$ cat src/rtl/fp_int_pkg.sv
// Shared constants and FSM encoding for the fp16-exponent / integer-mantissa accumulator.
package fp_int_pkg;
  localparam int FP16_EXP_W  = 5;
  localparam int PROD_MANT_W = 14;
  localparam int FP32_BIAS   = 127;
  localparam int ACC_LSB_EXP = -25;

  localparam logic [31:0] FP32_QNAN    = 32'h7FC0_0000;
  localparam logic [7:0]  FP32_EXP_OFS = 8'(FP32_BIAS + ACC_LSB_EXP);

  typedef enum logic [1:0] {
    IDLE  = 2'd0,
    ACCUM = 2'd1,
    NORM  = 2'd2,
    OUT   = 2'd3
  } state_t;
endpackage

$ cat src/rtl/lead_one_det.sv
// Combinational priority encoder: position of the highest set bit and an all-zero flag.
module lead_one_det #(
  parameter int W     = 55,
  parameter int POS_W = $clog2(W)
) (
  input  logic [W-1:0]     vec,
  output logic [POS_W-1:0] pos,
  output logic             zero
);
  always_comb begin
    pos  = '0;
    zero = 1'b1;
    for (int i = 0; i < W; i++) begin
      if (vec[i]) begin
        pos  = POS_W'(i);
        zero = 1'b0;
      end
    end
  end
endmodule

$ cat src/rtl/fp_int_acc.sv
// Accumulates fp16-scaled integer products in fixed point and emits one fp32 sum per acc_len terms.
// Handshake: result_valid rises with a stable result and stays until a cycle with out_ready=1.
module fp_int_acc
  import fp_int_pkg::*;
#(
  parameter int ACC_WIDTH = 56
) (
  input  logic                   clk,
  input  logic                   rst,
  input  logic                   sign_in,
  input  logic [FP16_EXP_W-1:0]  exp_in,
  input  logic [PROD_MANT_W-1:0] mantissa_in,
  input  logic                   start_acc,
  input  logic [7:0]             acc_len,
  input  logic                   clear,
  input  logic                   out_ready,
  output logic [31:0]            result,
  output logic                   result_valid,
  output logic                   busy,
  output logic                   err_overrun,
  output state_t                 dbg_state
);
  localparam int POS_W = $clog2(ACC_WIDTH - 1);

  state_t                 state, state_n;
  logic [ACC_WIDTH-1:0]   acc, acc_n;
  logic [7:0]             count, count_n, len_q, len_n;
  logic                   special, special_n, err_n;
  logic [31:0]            result_n;

  logic [ACC_WIDTH-1:0]   term_mag, term;
  logic                   term_special;
  logic [ACC_WIDTH-1:0]   mag;
  logic [POS_W-1:0]       lead_pos;
  logic                   acc_zero;
  logic [22:0]            frac;
  logic [7:0]             exp_f;
  logic [31:0]            norm_result;

  // exp 0 is a zero term; exp 31 is a special that contributes nothing but forces NaN.
  assign term_special = (exp_in == '1);
  assign term_mag     = ACC_WIDTH'(mantissa_in) << exp_in;
  assign term         = (exp_in == '0 || term_special) ? '0 :
                        (sign_in ? -term_mag : term_mag);

  assign mag = acc[ACC_WIDTH-1] ? -acc : acc;

  lead_one_det #(.W(ACC_WIDTH - 1), .POS_W(POS_W)) u_lod (
    .vec  (mag[ACC_WIDTH-2:0]),
    .pos  (lead_pos),
    .zero (acc_zero)
  );

  always_comb begin
    if (lead_pos >= POS_W'(23)) frac = 23'(mag >> (lead_pos - POS_W'(23)));
    else                        frac = 23'(mag << (POS_W'(23) - lead_pos));
    exp_f = 8'(lead_pos) + FP32_EXP_OFS;
    if (special)       norm_result = FP32_QNAN;
    else if (acc_zero) norm_result = '0;
    else               norm_result = {acc[ACC_WIDTH-1], exp_f, frac};
  end

  always_comb begin
    state_n   = state;
    acc_n     = acc;
    count_n   = count;
    len_n     = len_q;
    special_n = special;
    err_n     = err_overrun;
    result_n  = result;
    if (clear) begin
      state_n   = IDLE;
      acc_n     = '0;
      count_n   = '0;
      special_n = 1'b0;
      err_n     = 1'b0;
    end else begin
      case (state)
        IDLE: if (start_acc) begin
          acc_n     = term;
          count_n   = 8'd1;
          len_n     = (acc_len == 8'd0) ? 8'd1 : acc_len;
          special_n = term_special;
          state_n   = (len_n == 8'd1) ? NORM : ACCUM;
        end
        ACCUM: if (start_acc) begin
          acc_n     = acc + term;
          count_n   = count + 8'd1;
          special_n = special | term_special;
          if (count_n == len_q) state_n = NORM;
        end
        NORM: begin
          result_n = norm_result;
          state_n  = OUT;
          if (start_acc) err_n = 1'b1;
        end
        OUT: begin
          if (start_acc) err_n = 1'b1;
          if (out_ready) state_n = IDLE;
        end
        default: state_n = IDLE;
      endcase
    end
  end

  always_ff @(posedge clk or negedge rst) begin
    if (!rst) begin
      state        <= IDLE;
      acc          <= '0;
      count        <= '0;
      len_q        <= 8'd1;
      special      <= 1'b0;
      err_overrun  <= 1'b0;
      result       <= '0;
      result_valid <= 1'b0;
      busy         <= 1'b0;
    end else begin
      state        <= state_n;
      acc          <= acc_n;
      count        <= count_n;
      len_q        <= len_n;
      special      <= special_n;
      err_overrun  <= err_n;
      result       <= result_n;
      result_valid <= (state_n == OUT);
      busy         <= (state_n != IDLE);
    end
  end

  assign dbg_state = state;
endmodule

$ cat config.mk
export PLATFORM = sky130hd
export DESIGN_NAME = fp_int_acc
export DESIGN_NICKNAME = d
export VERILOG_FILES = /design/src/rtl/fp_int_pkg.sv /design/src/rtl/lead_one_det.sv /design/src/rtl/fp_int_acc.sv
export SDC_FILE = /design/constraint.sdc
export NUM_CORES = 1
export LEC_CHECK = 0
export ABC_CLOCK_PERIOD_IN_PS = 7900
export CAP_MARGIN = 20
export CORE_MARGIN = 4
export CORE_UTILIZATION = 45
export CTS_CLUSTER_DIAMETER = 80
export DETAILED_ROUTE_END_ITERATION = 7
export SETUP_SLACK_MARGIN = 0.02
export SLEW_MARGIN = 40
export SYNTH_ARGS = -nofsm -noshare
export SYNTH_HDL_FRONTEND = slang
export SYNTH_SLANG_ARGS = --single-unit
$ cat constraint.sdc
create_clock -name clk -period 7.9 [get_ports clk]
set_input_delay 1.58 -clock clk [delete_from_list [all_inputs] [get_ports clk]]
set_output_delay 1.58 -clock clk [all_outputs]
set_load 0.02 [all_outputs]
==> run_results.csv <==
group,metric,value,unit
logic_synthesis,synth.distinct_cells,110,
detailed_routing,wl,73600,microns
pwr,static_leakage,8.95,nW
setup_path,worst-endpoint-required,8.19,ns
setup_path,critPathSlowestCell,"sky130_fd_sc_hd__mux4_2",
logic_synthesis,yosysTopAreaCellShare,14.8,%
finish,final_net_count,2707,
logic_synthesis,yosys-top-cells-area,"sky130_fd_sc_hd__dfrtp_1 15%, sky130_fd_sc_hd__nand2_1 6.1%, sky130_fd_sc_hd__o21ai_0 5.1%",
die,core_region_area,40200,sq um
sta,hold_violations,0,
finish,share_of_cells_above_drive_strength_1,16.5,%
logic_synthesis,ys_seq_area_share,14.9,%
logic_synthesis,post_synth.cell_area_avg,7.42,sq um
setup_path,critical_path.reg2reg.startpoint,"acc[5]",
sta,max_slew_margin,44.8,%
sta,clock-skew-final,0.0171,ns
pwr,max-vdd-ir-drop,200,uV
placement,placed_area,20700,sq um
die,placementRows,73,
sta,finalWorstPathRequiredPeriod,7.56,ns
placement,dp.cells,3120,
pwr,fin_total_pwr,6.83,mW
detailed_routing,detail_route.drc_violations,0,
run_status,status,"finished clean",
flow_run,maxCapViolCount,0,
sta,setup_viol,0,
setup_path,timing.reg2reg.worst_path_depth,21,
logic_synthesis,ys_warn_count,0,
logic_synthesis,synth_area_leader_cell,"sky130_fd_sc_hd__dfrtp_1",
global_route,grt_max_degree,67,
clock_network,buffer_cell_driving_the_clock_tree_root,"sky130_fd_sc_hd__clkbuf_16",
finish,antenna_cells_inserted,0,
sta,timing.final.crit_share,95.7,%
placement,setup_ws_pre_cts,-0.285,ns
setup_path,r2r_slack,0.40,ns
global_route,grt_antenna_before_repair,0,
sta,drv_slew,0,
die,i_o_pins,70,
clock_network,holdBufCountCts,0,
die,die-width,211,microns
detailed_routing,drt_iter0_drc,1890,
pwr,cellPowerDensity,322,nW/um^2
worst_hold_path,holdCritPathClass,"reg -> reg",
sta,fin_tns_setup,0,ns
setup_path,cp-startpoint,"exp_in[0]",
placement,place.port_buffers,69,
setup_path,r2r-end,"result[16]",
finish,layout.filler_cells,3983,
clock_network,clkSlewWorstSetupHoldPaths,0.09,ns
logic_synthesis,async_reset_ff_share,100,%
global_route,global_route_wire_length_before_repair,114000,microns
clock_network,cts_tree,"built",
setup_path,cp_common_cell,"sky130_fd_sc_hd__a21o_1",
setup_path,delay_of_the_slowest_critical_path_stage,0.50,ns
logic_synthesis,syn_area,18500,sq um
sta,max_freq,132,MHz
sta,grt_setup_unrepaired,"true",
clock_network,h_tree_lvls,3,
logic_synthesis,synth_flop_cell,"sky130_fd_sc_hd__dfrtp_1",
sta,worstMarginPinSlew,0.825,ns
setup_path,worst-path-max-fanout,4,
placement,dp.final_hpwl,58600,microns
die,dieHeight,211,microns
global_route,first_global_vias,19400,
clock_network,numCtsBuffers,9,
die,die_area,44300,sq um
global_route,gr-total-overflow,0,
logic_synthesis,synth_cells,2490,
clock_network,later_pin_clock_latency_in_the_skew_report,0.41,ns
clock_network,ctsLongestPathBuffers,2,
detailed_routing,drt_pass1_iterations,6,
logic_synthesis,synthesis.nets,2589,
global_route,grt_usage,32.1,%
finish,post-route-util,52.7,%
setup_path,critical_path_class,"in -> reg",
detailed_routing,via_count,20300,
clock_network,clk_sinks,110,
detailed_routing,vias_per_cell,6.48,
die,start_util,45.9,%
finish,final_design_area_no_fill,21200,sq um
placement,place_congestion,0.999,
finish,final-instance-count-excl-fill,3138,
detailed_routing,antenna_left,0,
setup_path,arrival,7.85,ns
setup_path,worst_setup_path_end_kind,"register",
finish,area_delta_synth_final,14.8,%
setup_path,crit_path_end,"acc[54]",
detailed_routing,drt-wirelength-per-cell,23.4,microns
logic_synthesis,synth-edff-count,0,
setup_path,startpoint_type,"input port",
sta,whs,0.485,ns
logic_synthesis,ys_seq_elements,110,
sta,worst_slack,0.338,ns
## per-layer routing
metal	track usage, %	vias up	wire length (microns)
met5	0	-	0
met4	20.7	0	5720
met3	4.14	216	3890
met2	54.2	806	34800
met1	38.7	9690	29100
li1	-	9624	-
## cell families after synthesis
logic type,synth area share (%)
multiplexers,11.8
buffers and inverters,5.82
adder cells (fa/ha/maj),4.51
other,0.0203
AO/OA/AOI/OAI,30.4
flip-flops,14.9
XOR/XNOR,8.43
AND/OR/NAND/NOR,24.1
## how the worst min path moves through the flow
stage / slack (ns) / from / cells past startpoint / end
after floorplan: 0.47 / count[7] / 1 / count[7]
after global placement: 0.46 / result[25] / 2 / result[25]
after detailed placement: 0.47 / result[25] / 2 / result[25]
after CTS: 0.49 / result[25] / 2 / result[25]
after global routing: 0.52 / result[31] / 2 / result[31]
final: 0.49 / result[25] / 2 / result[25]
## Yosys cell counts (11+ instances only)
master and count:
sky130_fd_sc_hd__a2111oi_0 13, sky130_fd_sc_hd__a211o_1 15, sky130_fd_sc_hd__a211oi_1 19, sky130_fd_sc_hd__a21o_1 43, sky130_fd_sc_hd__a21oi_1 150, sky130_fd_sc_hd__a221oi_1 11
sky130_fd_sc_hd__a22oi_1 13, sky130_fd_sc_hd__a31oi_1 33, sky130_fd_sc_hd__and2_1 11, sky130_fd_sc_hd__and3_1 29, sky130_fd_sc_hd__buf_1 14, sky130_fd_sc_hd__buf_2 25
sky130_fd_sc_hd__buf_6 13, sky130_fd_sc_hd__clkbuf_1 136, sky130_fd_sc_hd__dfrtp_1 109, sky130_fd_sc_hd__ha_1 65, sky130_fd_sc_hd__inv_1 44, sky130_fd_sc_hd__mux2_2 38
sky130_fd_sc_hd__mux2i_1 89, sky130_fd_sc_hd__mux4_2 36, sky130_fd_sc_hd__nand2_1 300, sky130_fd_sc_hd__nand2b_1 41, sky130_fd_sc_hd__nand3_1 55, sky130_fd_sc_hd__nand4_1 33
sky130_fd_sc_hd__nand4b_1 11, sky130_fd_sc_hd__nor2_1 211, sky130_fd_sc_hd__nor2b_1 14, sky130_fd_sc_hd__nor3_1 78, sky130_fd_sc_hd__nor4_1 27, sky130_fd_sc_hd__o211ai_1 18
sky130_fd_sc_hd__o21a_1 13, sky130_fd_sc_hd__o21ai_0 190, sky130_fd_sc_hd__o21ai_1 40, sky130_fd_sc_hd__o221ai_1 37, sky130_fd_sc_hd__o22ai_1 35, sky130_fd_sc_hd__o31ai_1 27
sky130_fd_sc_hd__or2_2 17, sky130_fd_sc_hd__or3_1 26, sky130_fd_sc_hd__or4_1 13, sky130_fd_sc_hd__xnor2_1 101, sky130_fd_sc_hd__xor2_1 73
## final cells by class
cell class	count	area [sq um]	area share, %
well taps	525	657	3.10
clock inverters	7	93.8	0.443
clock buffers	9	225	1.06
repair buffers	302	2480	11.7
multi-input cells	2135	14800	69.8
inverters	50	188	0.886
flip-flops and latches	110	2760	13.0
## registers in the layout, summed over array words and instances, names as in the netlist
| name | cells |
|---|---|
| special | 1 |
| acc | 56 |
| err_overrun | 1 |
| dbg_state | 2 |
| busy | 1 |
| count | 8 |
| result | 32 |
| result_valid | 1 |
| len_q | 8 |
## worst max-delay path, delay by kind of cell
kind	cells	cell delay, ns
mux	2	0.79
buf+inv	4	0.90
compound gates	13	2.51
fa+ha+maj	1	0.33
xor+xnor	1	0.10
simple gates	6	1.64
## layout by cell type (no fill, tap or decap), types with 15 or more instances in the layout
| cell type | n |
|---|---|
| sky130_fd_sc_hd__o221ai_1 | 37 |
| sky130_fd_sc_hd__o31ai_1 | 26 |
| sky130_fd_sc_hd__a21oi_1 | 150 |
| sky130_fd_sc_hd__o211ai_1 | 18 |
| sky130_fd_sc_hd__a21o_1 | 43 |
| sky130_fd_sc_hd__nand3_1 | 55 |
| sky130_fd_sc_hd__mux2_2 | 37 |
| sky130_fd_sc_hd__nand4_1 | 33 |
| sky130_fd_sc_hd__nand2b_1 | 39 |
| sky130_fd_sc_hd__nor2_1 | 206 |
| sky130_fd_sc_hd__nor3_1 | 76 |
| sky130_fd_sc_hd__dfrtp_1 | 108 |
| sky130_fd_sc_hd__o21ai_0 | 181 |
| sky130_fd_sc_hd__and3_1 | 29 |
| sky130_fd_sc_hd__ha_1 | 65 |
| sky130_fd_sc_hd__o22ai_1 | 35 |
| sky130_fd_sc_hd__or3_1 | 24 |
| sky130_fd_sc_hd__xor2_1 | 73 |
| sky130_fd_sc_hd__clkdlybuf4s50_1 | 68 |
| sky130_fd_sc_hd__a31oi_1 | 33 |
| sky130_fd_sc_hd__xnor2_1 | 98 |
| sky130_fd_sc_hd__or2_2 | 16 |
| sky130_fd_sc_hd__nor4_1 | 27 |
| sky130_fd_sc_hd__o21ai_1 | 45 |
| sky130_fd_sc_hd__a211o_1 | 15 |
| sky130_fd_sc_hd__mux2i_1 | 89 |
| sky130_fd_sc_hd__inv_1 | 44 |
| sky130_fd_sc_hd__buf_4 | 229 |
| sky130_fd_sc_hd__mux4_2 | 36 |
| sky130_fd_sc_hd__a211oi_1 | 19 |
| sky130_fd_sc_hd__nand2_1 | 300 |
## power by group
group	internal [mW]	total, mW	leakage (nW)	switching (mW)
sequential	0.623	0.754	1.47	0.132
combinational	2.12	5.56	7.32	3.44
clock	0.232	0.519	0.154	0.287
total	2.97	6.83	8.95	3.86
## what timing repair did
action                     CTS  global route
setup endpoints to repair    0            16
gates resized for setup      0            29
setup buffers                0             2
Power figures use the tool's default switching activity.
